==> config.mk <==
export PLATFORM = sky130hd
export DESIGN_NAME = maxpool2x2_fmap_reader
export DESIGN_NICKNAME = d
export VERILOG_FILES = /design/src/rtl/pool_pkg.sv /design/src/rtl/pool_addr_gen.sv /design/src/rtl/maxpool2x2_fmap_reader.sv
export SDC_FILE = /design/constraint.sdc
export NUM_CORES = 1
export LEC_CHECK = 0
export CAP_MARGIN = 20
export CORE_MARGIN = 3
export CORE_UTILIZATION = 56
export CTS_CLUSTER_DIAMETER = 100
export CTS_CLUSTER_SIZE = 24
export DETAILED_ROUTE_END_ITERATION = 8
export GPL_TIMING_DRIVEN = 0
export PLACE_DENSITY = 0.79
export REMOVE_ABC_BUFFERS = 1
export SYNTH_ARGS = -nofsm -noshare
export SYNTH_HDL_FRONTEND = slang
export SYNTH_SLANG_ARGS = --single-unit
==> constraint.sdc <==
create_clock -name clk -period 6.7 [get_ports clk]
set_clock_uncertainty 0.2 [all_clocks]
set_input_delay 0.67 -clock clk [delete_from_list [all_inputs] [get_ports clk]]
set_output_delay 0.67 -clock clk [all_outputs]
set_load 0.01 [all_outputs]
==> src/rtl/pool_pkg.sv <==
// Shared types and constants for the 2x2 max-pool reader of the conv2d layer-1 feature map.
package pool_pkg;

    typedef enum logic [2:0] {
        IDLE    = 3'd0,
        ADDR    = 3'd1,
        WAIT    = 3'd2,
        CAPTURE = 3'd3,
        EMIT    = 3'd4,
        DONE    = 3'd5
    } pool_state_t;

    localparam int POOL_CH        = 32;
    localparam int POOL_IN_DIM    = 26;
    localparam int FMAP_CH_STRIDE = POOL_IN_DIM * POOL_IN_DIM;

    // Bit k of each mask gives the row/column offset of window sample k.
    localparam logic [3:0] WIN_ROW_OFS = 4'b1100;
    localparam logic [3:0] WIN_COL_OFS = 4'b1010;

    function automatic logic [31:0] win_offset(input logic [1:0] k, input int in_dim);
        logic [31:0] ofs;
        ofs = WIN_ROW_OFS[k] ? 32'(in_dim) : 32'd0;
        ofs = ofs + (WIN_COL_OFS[k] ? 32'd1 : 32'd0);
        return ofs;
    endfunction

endpackage

==> src/rtl/pool_addr_gen.sv <==
// Channel/row/column/window-sample counters and byte address generation for the pooling reader.
module pool_addr_gen
    import pool_pkg::*;
#(
    parameter int          CH        = POOL_CH,
    parameter int          IN_DIM    = POOL_IN_DIM,
    parameter int          OUT_DIM   = IN_DIM / 2,
    parameter logic [31:0] FMAP_BASE = 32'd0
) (
    input  logic        clk,
    input  logic        resetn,
    input  logic        clear,
    input  logic        step_k,
    input  logic        step_out,
    output logic [31:0] addr,
    output logic [1:0]  k,
    output logic        is_last
);

    localparam int CH_W  = (CH > 1) ? $clog2(CH) : 1;
    localparam int POS_W = (OUT_DIM > 1) ? $clog2(OUT_DIM) : 1;
    localparam logic [CH_W-1:0]  CH_MAX    = CH_W'(CH - 1);
    localparam logic [POS_W-1:0] POS_MAX   = POS_W'(OUT_DIM - 1);
    localparam logic [31:0]      CH_STRIDE = 32'(IN_DIM * IN_DIM);

    logic [CH_W-1:0]  ch_reg, ch_next;
    logic [POS_W-1:0] pr_reg, pr_next;
    logic [POS_W-1:0] pc_reg, pc_next;
    logic [1:0]       k_reg, k_next;

    always_ff @(posedge clk) begin
        if (!resetn) begin
            ch_reg <= '0;
            pr_reg <= '0;
            pc_reg <= '0;
            k_reg  <= '0;
        end else begin
            ch_reg <= ch_next;
            pr_reg <= pr_next;
            pc_reg <= pc_next;
            k_reg  <= k_next;
        end
    end

    // pc is innermost, then pr, then ch; everything wraps to 0 after the last window.
    always_comb begin
        ch_next = ch_reg;
        pr_next = pr_reg;
        pc_next = pc_reg;
        k_next  = k_reg;
        if (clear) begin
            ch_next = '0;
            pr_next = '0;
            pc_next = '0;
            k_next  = '0;
        end else if (step_out) begin
            k_next = '0;
            if (pc_reg == POS_MAX) begin
                pc_next = '0;
                if (pr_reg == POS_MAX) begin
                    pr_next = '0;
                    ch_next = (ch_reg == CH_MAX) ? '0 : ch_reg + CH_W'(1);
                end else begin
                    pr_next = pr_reg + POS_W'(1);
                end
            end else begin
                pc_next = pc_reg + POS_W'(1);
            end
        end else if (step_k) begin
            k_next = k_reg + 2'd1;
        end
    end

    logic [31:0] pix00;
    logic [31:0] win_addr [4];

    assign pix00 = FMAP_BASE
                 + 32'(ch_reg) * CH_STRIDE
                 + 32'({pr_reg, 1'b0}) * 32'(IN_DIM)
                 + 32'({pc_reg, 1'b0});

    generate
        for (genvar gi = 0; gi < 4; gi++) begin : g_win
            assign win_addr[gi] = pix00 + win_offset(2'(gi), IN_DIM);
        end
    endgenerate

    assign addr    = win_addr[k_reg];
    assign k       = k_reg;
    assign is_last = (ch_reg == CH_MAX) && (pr_reg == POS_MAX) && (pc_reg == POS_MAX);

endmodule

==> src/rtl/maxpool2x2_fmap_reader.sv <==
// Reads the conv2d layer-1 feature map byte by byte, 2x2/stride-2 signed max-pools it and
// streams the pooled bytes (channel, row, column order) on a valid/ready interface.
module maxpool2x2_fmap_reader
    import pool_pkg::*;
#(
    parameter int          CH        = POOL_CH,
    parameter int          IN_DIM    = POOL_IN_DIM,
    parameter int          OUT_DIM   = IN_DIM / 2,
    parameter int          RD_LAT    = 2,
    parameter logic [31:0] FMAP_BASE = 32'd0
) (
    input  logic        clk,
    input  logic        resetn,
    input  logic        start,
    output logic [31:0] fmap_addr,
    input  logic [7:0]  fmap_data,
    output logic        fmap_en,
    output logic [7:0]  out_data,
    output logic        out_valid,
    input  logic        out_ready,
    output logic        out_last,
    output logic        busy,
    output logic        done
);

    localparam int WC_W = (RD_LAT > 1) ? $clog2(RD_LAT + 1) : 1;

    pool_state_t     state_reg, state_next;
    logic [WC_W-1:0] wait_cnt_reg, wait_cnt_next;
    logic [7:0]      max_reg, max_next;

    logic        gen_clear;
    logic        gen_step_k;
    logic        gen_step_out;
    logic [31:0] gen_addr;
    logic [1:0]  gen_k;
    logic        gen_last;

    pool_addr_gen #(
        .CH        (CH),
        .IN_DIM    (IN_DIM),
        .OUT_DIM   (OUT_DIM),
        .FMAP_BASE (FMAP_BASE)
    ) u_addr_gen (
        .clk      (clk),
        .resetn   (resetn),
        .clear    (gen_clear),
        .step_k   (gen_step_k),
        .step_out (gen_step_out),
        .addr     (gen_addr),
        .k        (gen_k),
        .is_last  (gen_last)
    );

    always_ff @(posedge clk) begin
        if (!resetn) begin
            state_reg    <= IDLE;
            wait_cnt_reg <= '0;
            max_reg      <= '0;
        end else begin
            state_reg    <= state_next;
            wait_cnt_reg <= wait_cnt_next;
            max_reg      <= max_next;
        end
    end

    always_comb begin
        state_next    = state_reg;
        wait_cnt_next = wait_cnt_reg;
        max_next      = max_reg;
        gen_clear     = 1'b0;
        gen_step_k    = 1'b0;
        gen_step_out  = 1'b0;
        case (state_reg)
            IDLE: begin
                if (start) begin
                    gen_clear  = 1'b1;
                    state_next = ADDR;
                end
            end
            ADDR: begin
                wait_cnt_next = WC_W'(RD_LAT - 1);
                state_next    = WAIT;
            end
            WAIT: begin
                // ADDR plus the WAIT cycles give RD_LAT cycles of stable address before CAPTURE.
                if (wait_cnt_reg <= WC_W'(1)) begin
                    wait_cnt_next = '0;
                    state_next    = CAPTURE;
                end else begin
                    wait_cnt_next = wait_cnt_reg - WC_W'(1);
                end
            end
            CAPTURE: begin
                // Strict compare so ties keep the earlier sample.
                if (gen_k == 2'd0 || $signed(fmap_data) > $signed(max_reg)) begin
                    max_next = fmap_data;
                end
                if (gen_k == 2'd3) begin
                    state_next = EMIT;
                end else begin
                    gen_step_k = 1'b1;
                    state_next = ADDR;
                end
            end
            EMIT: begin
                if (out_ready) begin
                    gen_step_out = 1'b1;
                    state_next   = gen_last ? DONE : ADDR;
                end
            end
            DONE: begin
                state_next = IDLE;
            end
            default: begin
                state_next = IDLE;
            end
        endcase
    end

    // All outputs decode from registered state only, so none depends combinationally on out_ready.
    assign busy      = (state_reg == ADDR) || (state_reg == WAIT) ||
                       (state_reg == CAPTURE) || (state_reg == EMIT);
    assign fmap_en   = busy;
    assign fmap_addr = busy ? gen_addr : 32'd0;
    assign out_valid = (state_reg == EMIT);
    assign out_data  = out_valid ? max_reg : 8'd0;
    assign out_last  = out_valid & gen_last;
    assign done      = (state_reg == DONE);

endmodule

==> impl_metrics.ini, run 1 <==
[outcome]
outcome = finished clean

[logic_synthesis]
synth_ff_type = dfxtp_1
ys_seq_area_share_pct = 15.27
synthMuxAreaShare_pct = 3.546
synth_compound_area_share_pct = 15.89
synth_top_family_by_area = simple AND/OR/NAND/NOR gates
synth-simple-area-share_pct = 25.30
synth_fa_ha_area_share_pct = 21.00
synth.avg_cell_area_sq_um = 7.825
yosys_warnings = 0
synthCells = 469
synth_xor_area_share_pct = 9.956
syn-cell-area_sq_mm = 0.003670
synth_cell_types = 65
ys_async_sr_fraction_pct = 0
synth_edf_count = 0
ys_ff_latch = 28

[cts]
cts_sinks = 28
hold_buffers = 0
h-tree-depth = 1
cts_buffers = 3
postCtsSetupRepairBufs = 0
ctsResizeCount = 0
cts_tree = built
cts_buffer_depth = 2
cts-root-buf = clkbuf_8
clk_pin_slew_ps = 80
clkLatencyLatePin_ps = 270

[timing]
setup_viol = 0
rsz0062_at_grt = no
clock.fmax_mhz = 159.5
holdWs_ps = 299.1
period_needed_ps = 6268
post-route-period-util_pct = 93.55
relSlewSlack_pct = 28.49
slew_violations = 0
setup_tns_ps = 0
hold_violations = 0
worst_pin_slew_ps = 1073

[power_and_ir_drop]
leakagePower_nw = 1.822
p_per_area_mw_per_mm2 = 95.12
irDropWorstVdd_v = 0.0001464

[worst_setup_path]
max_stage_delay_ps = 560
critPathRequiredTime_ps = 5830
cp-start-kind = flop
critPathArrivalTime_ps = 5400
cp-end-kind = output pin
crit_slowest_cell = clkdlybuf4s50_1
path_cells = inv_1 > ha_1 > ha_1 > ha_1 > fa_1 > xor2_1 > ha_1 > nor2b_1 > nand4_1 > nand3_1 > nand4bb_1 > o32a_4 > xnor2_2 > nor4_2 > a21oi_1 > nor3_1 > clkdlybuf4s50_1
cp_num_buf_inv = 2
path_max_fanout = 8
path_class = flop to output pin
crit_family = adder cells
critPathMostFrequentCell = ha_1

[global_route]
grt_usage_pct = 21.80
met3_usage_pct = 3.122
antenna_found_initial = 0
grt_pass1_wl_microns = 13810
grt_max_degree = 23
use_met1_pct = 27.68
overflow = 0
met2_usage_pct = 39.13
grt_busiest_layer = met2
grt_pass1_vias = 3161

[route]
drt_iter0_markers = 115
viasPerCell = 5.701
vias = 3244
drcViolationCount = 0
wirelength_microns = 7958
wire_per_inst_microns = 13.99
final_antenna_net_count = 0
dr.pass1.iters = 4

[finish]
drive_above_1_share_pct = 4.858
largest_reg_flops = 8
post-route-util_pct = 67.10
final_common_cell = nor2_1
final_cell_mix = 53 x nor2_1, 52 x ha_1, 40 x clkdlybuf4s50_1
insertedDiodeCount = 0
final_nets = 566
areaGrowthSynthToFinish_pct = 12.10
final_cell_area_sq_mm = 0.004114
stdcell_count = 569

[floorplanning]
start_util_pct = 59.86
num_rows = 28
fp.dieW_microns = 86.95
pin_count = 57
die_area_sq_mm = 0.007560
core_sq_mm = 0.006131
die_y_microns = 86.95

[placed_design]
dp.cells = 565
dpl.hpwl_microns = 6523
io_buffers = 40
placed_area_sq_mm = 0.004039
place.gp.congestion = 0.8643

[worst_hold_path]
min_path_type = flop to flop

[job]
maxCapViolations = 0
logic make-up (layout without fill, tap and decap cells):
family / count (synthesis) / in the layout
AND/OR/NAND/NOR: 172 / 172
AO/OA/AOI/OAI: 87 / 87
buffers and inverters: 70 / 80
XOR/XNOR: 40 / 40
other: 1 / 16
multiplexers: 13 / 13
flip-flops: 28 / 28
adder cells (fa/ha/maj): 58 / 58
stage by stage:
| stage | setup WS, ps | total power, W |
|---|---|---|
| after global placement | 690.9 | 0.0002962 |
| after floorplan | 1508 | 0.0002582 |
| after detailed placement | 584.2 | 0.0003007 |
| after global routing | 77.47 | 0.0004195 |
| final | 432.2 | 0.0003913 |
| after CTS | 272.1 | 0.0003917 |
cells in the mapped netlist (all sizes together) (9+ instances only):
cell	n	area (sq um)
a21oi	26	130.1
inv	35	131.4
buf	19	136.4
nor2b	11	68.82
ha	52	650.6
xor2	17	156.4
mux2i	13	130.1
and3	16	100.1
clkbuf	16	60.06
o21ai	16	80.07
nor3	15	80.08
dfxtp	28	560.5
nor2	53	198.9
a21o	9	67.56
nand2	20	75.07
xnor2	23	209.0
nor4	10	68.81
where the power goes:
group	switching, W	internal [W]	total, W
registers	0.0000129	0.000175	0.000188
clock network	0.0000500	0.0000404	0.0000904
logic	0.0000649	0.0000478	0.000113
area by class of cell:
type,count,area (sq um)
multi-input cells,386,2872
fillers,532,2017
flip-flops and latches,28,560.5
repair buffers,42,415.4
inverters,35,131.4
well taps,75,93.84
clock buffers,3,41.29
final timing paths:
path / startpoint / to / cells after the start / slack, ps
worst max-delay path: u_addr_gen.pr_reg[0] / fmap_addr[14] / 17 / 430
worst min-delay path: wait_cnt_reg[1] / wait_cnt_reg[1] / 1 / 300
worst max register to register: max_reg[1] / max_reg[2] / 11 / 3770
worst min register to register: wait_cnt_reg[1] / wait_cnt_reg[1] / 1 / 300
metal layers:
layer	share of wire, %	routed length, microns	up-vias
li1	-	-	1663
met1	45	3586	1491
met2	49	3907	80
met3	4.6	369	10
met4	1.2	95	0
met5	0	0	-
Power figures use the tool's default switching activity.
==> run 2: changes to the inputs <==
CORE_UTILIZATION = 35   (was 56)
CTS_CLUSTER_SIZE = unset   (was 24)
PLACE_DENSITY = 0.52   (was 0.79)
==> impl_metrics.ini, run 2 (synthesized netlist as in run 1, its figures left out) <==
[route]
drt_iter0_markers = 193
final_antenna_net_count = 0
wirelength_microns = 7761
dr.pass1.iters = 4
vias = 3122
viasPerCell = 4.971
drcViolationCount = 0
wire_per_inst_microns = 12.36

[worst_setup_path]
critPathArrivalTime_ps = 5510
r2r-end = max_reg[5]
worstRegToRegCells = 11
r2r_start = max_reg[1]
cp-end-kind = output pin
path_class = flop to output pin
r2r_slack_ps = 3910
critPathRequiredTime_ps = 5830
cp-start-kind = flop
path_max_fanout = 8

[power_and_ir_drop]
p_per_area_mw_per_mm2 = 103.9
irDropWorstVdd_v = 0.00008672
p_total_w = 0.0004368
leakagePower_nw = 1.837

[cts]
h-tree-depth = 1
cts_buffer_depth = 2
cts-root-buf = clkbuf_8
postCtsSetupRepairBufs = 0
cts_tree = built
cts_buffers = 3
clkLatencyLatePin_ps = 280
clk_pin_slew_ps = 100
cts_sinks = 28

[placed_design]
dpl.hpwl_microns = 6317
io_buffers = 40
place.gp.congestion = 0.7710
place_ws_ps = 553.5

[floorplanning]
fp.dieW_microns = 108.4
die_y_microns = 108.4
core_sq_mm = 0.01000
die_area_sq_mm = 0.01175
num_rows = 36
start_util_pct = 36.70
pin_count = 57

[outcome]
outcome = finished clean

[finish]
final_nets = 566
final_common_cell = nor2_1
seq_area_sq_um = 560.5
insertedDiodeCount = 0
final_cell_mix = 53 x nor2_1, 52 x ha_1, 40 x clkdlybuf4s50_1
multi_input_area_sq_mm = 0.002858
largest_reg_flops = 8
fillers = 1015
areaGrowthSynthToFinish_pct = 14.52
drive_above_1_share_pct = 4.646

[timing]
relSlewSlack_pct = 28.89
period_needed_ps = 6382
slew_violations = 0
post-route-period-util_pct = 95.26
fin_ws_ps = 317.9
setup_viol = 0
worst_pin_slew_ps = 1067
clock.fmax_mhz = 156.7
hold_violations = 0
setup_tns_ps = 0
rsz0062_at_grt = no

[worst_hold_path]
hold-path-endpoint = wait_cnt_reg[1]
min_path_cells = 1
hp-start = wait_cnt_reg[1]
min_path_type = flop to flop

[global_route]
grt_usage_pct = 13.69
antenna_found_initial = 0
grt_pass1_vias = 2893
grt_max_degree = 23
overflow = 0
grt_pass1_wl_microns = 13430

[job]
maxCapViolations = 0
[run 2: final cells by class]
class | instances | area share, %
Sequential cell | 28 | 13.34
Timing Repair Buffer | 42 | 9.884
Tap cell | 133 | 3.960
Multi-Input combinational cell | 386 | 68.00
Clock buffer | 3 | 0.9824
Inverter | 35 | 3.126
Clock inverter | 1 | 0.7145
[run 2: what timing repair did]
item,in CTS,in global routing
setup endpoints to repair,0,3
hold buffers,0,0
gates resized for setup,0,2
[run 2: metrics by stage]
stage | util (%) | instance area, sq um | hold slack, ps | instances
finish | 42.03 | 4203 | 276.8 | 628
global placement | 40.97 | 4096 | 260.6 | 622
global route | 42.03 | 4203 | 288.1 | 628
CTS | 41.90 | 4190 | 279.7 | 628
detailed placement | 41.19 | 4119 | 265.5 | 624
floorplan | - | 3530 | 243.2 | 449
[run 2: worst max-delay path, stage by stage, from the launching register on]
cell and delay [ps]:
dfxtp_1 510, inv_1 80, ha_1 310, ha_1 290, ha_1 230, fa_1 440
ha_1 390, a21oi_1 270, o21ai_1 140, xor2_1 470, nand4bb_1 210, o32a_4 430
xnor2_2 180, nor4_1 490, a31oi_1 140, nor2_1 110, clkdlybuf4s50_1 550
[run 2: routing by layer]
layer	vias to the layer above	GRT usage, %	wire, microns
met2	60	21.58	3278
met5	-	0	0
met4	0	1.443	34
met1	1392	20.36	4083
met3	4	2.030	365
li1	1666	-	-
[run 2: how the worst max path moves through the flow]
| stage | start | to | cells after the start |
|---|---|---|---|
| 2_1_floorplan | u_addr_gen.pr_reg[0] | fmap_addr[14] | 15 |
| 5_1_grt | u_addr_gen.pr_reg[0] | fmap_addr[14] | 16 |
| 3_3_place_gp | u_addr_gen.pr_reg[0] | fmap_addr[15] | 19 |
| 4_1_cts | u_addr_gen.pr_reg[0] | fmap_addr[14] | 19 |
| 3_5_place_dp | u_addr_gen.pr_reg[0] | fmap_addr[14] | 19 |
| 6_report | u_addr_gen.pr_reg[0] | fmap_addr[15] | 16 |
[run 2: report_power, final]
group	total (W)	switching, W	internal (W)
Clock	0.000136	0.0000557	0.0000801
Combinational	0.000112	0.0000648	0.0000474
Sequential	0.000189	0.0000134	0.000175
Total	0.000437	0.000134	0.000303
==> run 3: changes to the inputs <==
GPL_TIMING_DRIVEN = unset   (was 0)
==> impl_metrics.ini, run 3 (synthesized netlist as in run 1, its figures left out) <==
[outcome]
outcome = finished clean

[cts]
clk_pin_slew_ps = 90
cts_tree = built
cts_buffer_depth = 2
cts_sinks = 28
hold_buffers = 0
cts-root-buf = clkbuf_8
ctsResizeCount = 0
clkLatencyLatePin_ps = 280
h-tree-depth = 1
postCtsSetupRepairBufs = 0
cts_buffers = 3

[worst_setup_path]
cp-end-kind = output pin
path_max_fanout = 8
cp-start-kind = flop
critPathArrivalTime_ps = 5340
path_class = flop to output pin
critPathRequiredTime_ps = 5830

[finish]
final_cell_mix = 53 x nor2_1, 52 x ha_1, 40 x clkdlybuf4s50_1
final_nets = 567
largest_reg_flops = 8
multi_input_area_sq_mm = 0.002872
areaGrowthSynthToFinish_pct = 15.10
insertedDiodeCount = 0
fillers = 1044
final_cell_area_sq_mm = 0.004224
drive_above_1_share_pct = 5.242
seq_area_sq_um = 560.5
final_common_cell = nor2_1

[global_route]
grt_pass1_vias = 2955
grt_max_degree = 23
grt_pass1_wl_microns = 13520
overflow = 0
grt_usage_pct = 13.74
antenna_found_initial = 0

[power_and_ir_drop]
p_per_area_mw_per_mm2 = 103.1
p_clk_share_pct = 31.1
internal_power_w = 0.0003029
power.share.sequential_pct = 43.3
comb_power_share_pct = 25.6
p_sw_w = 0.0001326
irDropWorstVdd_v = 0.00007609
leakagePower_nw = 1.842
p_sw_share_pct = 30.45

[route]
vias = 3206
final_antenna_net_count = 0
viasPerCell = 5.097
drcViolationCount = 0
dr.pass1.iters = 4
wirelength_microns = 7880
drt_iter0_markers = 143
wire_per_inst_microns = 12.53

[placed_design]
placed_area_sq_mm = 0.004126
place.gp.congestion = 0.8613
dpl.hpwl_microns = 6393
io_buffers = 40

[floorplanning]
pin_count = 57
core_sq_mm = 0.01000
fp.dieW_microns = 108.4
num_rows = 36
die_y_microns = 108.4
die_area_sq_mm = 0.01175
start_util_pct = 36.70

[timing]
hold_violations = 0
post-route-period-util_pct = 92.70
worst_pin_slew_ps = 1062
setup_viol = 0
setup_tns_ps = 0
rsz0062_at_grt = no
relSlewSlack_pct = 29.21
slew_violations = 0
clock.fmax_mhz = 161.0
period_needed_ps = 6211

[job]
maxCapViolations = 0

[worst_hold_path]
min_path_type = flop to flop
==> run 3: final timing paths <==
| check | slack (ps) | startpoint | endpoint | depth (start not counted) |
|---|---|---|---|---|
| worst min-delay path | 270 | wait_cnt_reg[1] | wait_cnt_reg[1] | 1 |
| worst max-delay path | 490 | u_addr_gen.pr_reg[0] | fmap_addr[14] | 17 |
| worst max register to register | 3870 | max_reg[1] | max_reg[3] | 11 |
| worst min register to register | 270 | wait_cnt_reg[1] | wait_cnt_reg[1] | 1 |
==> run 3: area by class of cell <==
type	count	share of cell area, %
Sequential cell	28	13.27
Clock inverter	1	0.7109
Timing Repair Buffer	43	10.01
Multi-Input combinational cell	386	67.98
Inverter	35	3.110
Clock buffer	3	0.9775
Tap cell	133	3.940
==> run 3: per-layer routing <==
metal  up-vias  wire length, microns  global-route usage, %  part of all wire (%)
li1       1665                     -                      -                     -
met1      1472                  4152                  20.09                    53
met2        67                  3358                  22.02                    43
met3         2                   346                  2.269                   4.4
met4         0                    22                  1.262                  0.28
met5         -                     0                      0                     0
==> run 3: power groups by stage <==
stage / clock network, W / logic [W] / registers (W)
global route: 0.000146 / 0.000126 / 0.000191
floorplan: 0 / 0.0000698 / 0.000188
CTS: 0.000140 / 0.000112 / 0.000188
detailed placement: 0 / 0.000112 / 0.000192
global placement: 0 / 0.000109 / 0.000192
finish: 0.000136 / 0.000111 / 0.000189
==> run 3: critical path, stage by stage, from the launching register on <==
cell and delay [ps]:
dfxtp_1 480, inv_1 80, ha_1 320, ha_1 280, ha_1 230, fa_1 400, xor2_1 180, ha_1 470
nor2b_1 230, nand4_1 110, nand3_1 290, nand4bb_1 190, o32a_4 420, xnor2_2 180, nor4_2 400, a21oi_1 120
nor3_1 130, clkdlybuf4s50_1 570
==> run 3: metrics by stage <==
stage | hold WS, ps | worst slack, ps | utilization [%] | instances | total power, W
floorplan | 243.2 | 1508 | - | 449 | 0.0002582
global placement | 260.7 | 794.3 | 41.19 | 624 | 0.0003001
detailed placement | 260.8 | 654.9 | 41.27 | 625 | 0.0003042
CTS | 274.4 | 335.7 | 41.98 | 629 | 0.0004409
global route | 289.3 | 62.67 | 42.24 | 629 | 0.0004623
finish | 274.0 | 489.1 | 42.24 | 629 | 0.0004356
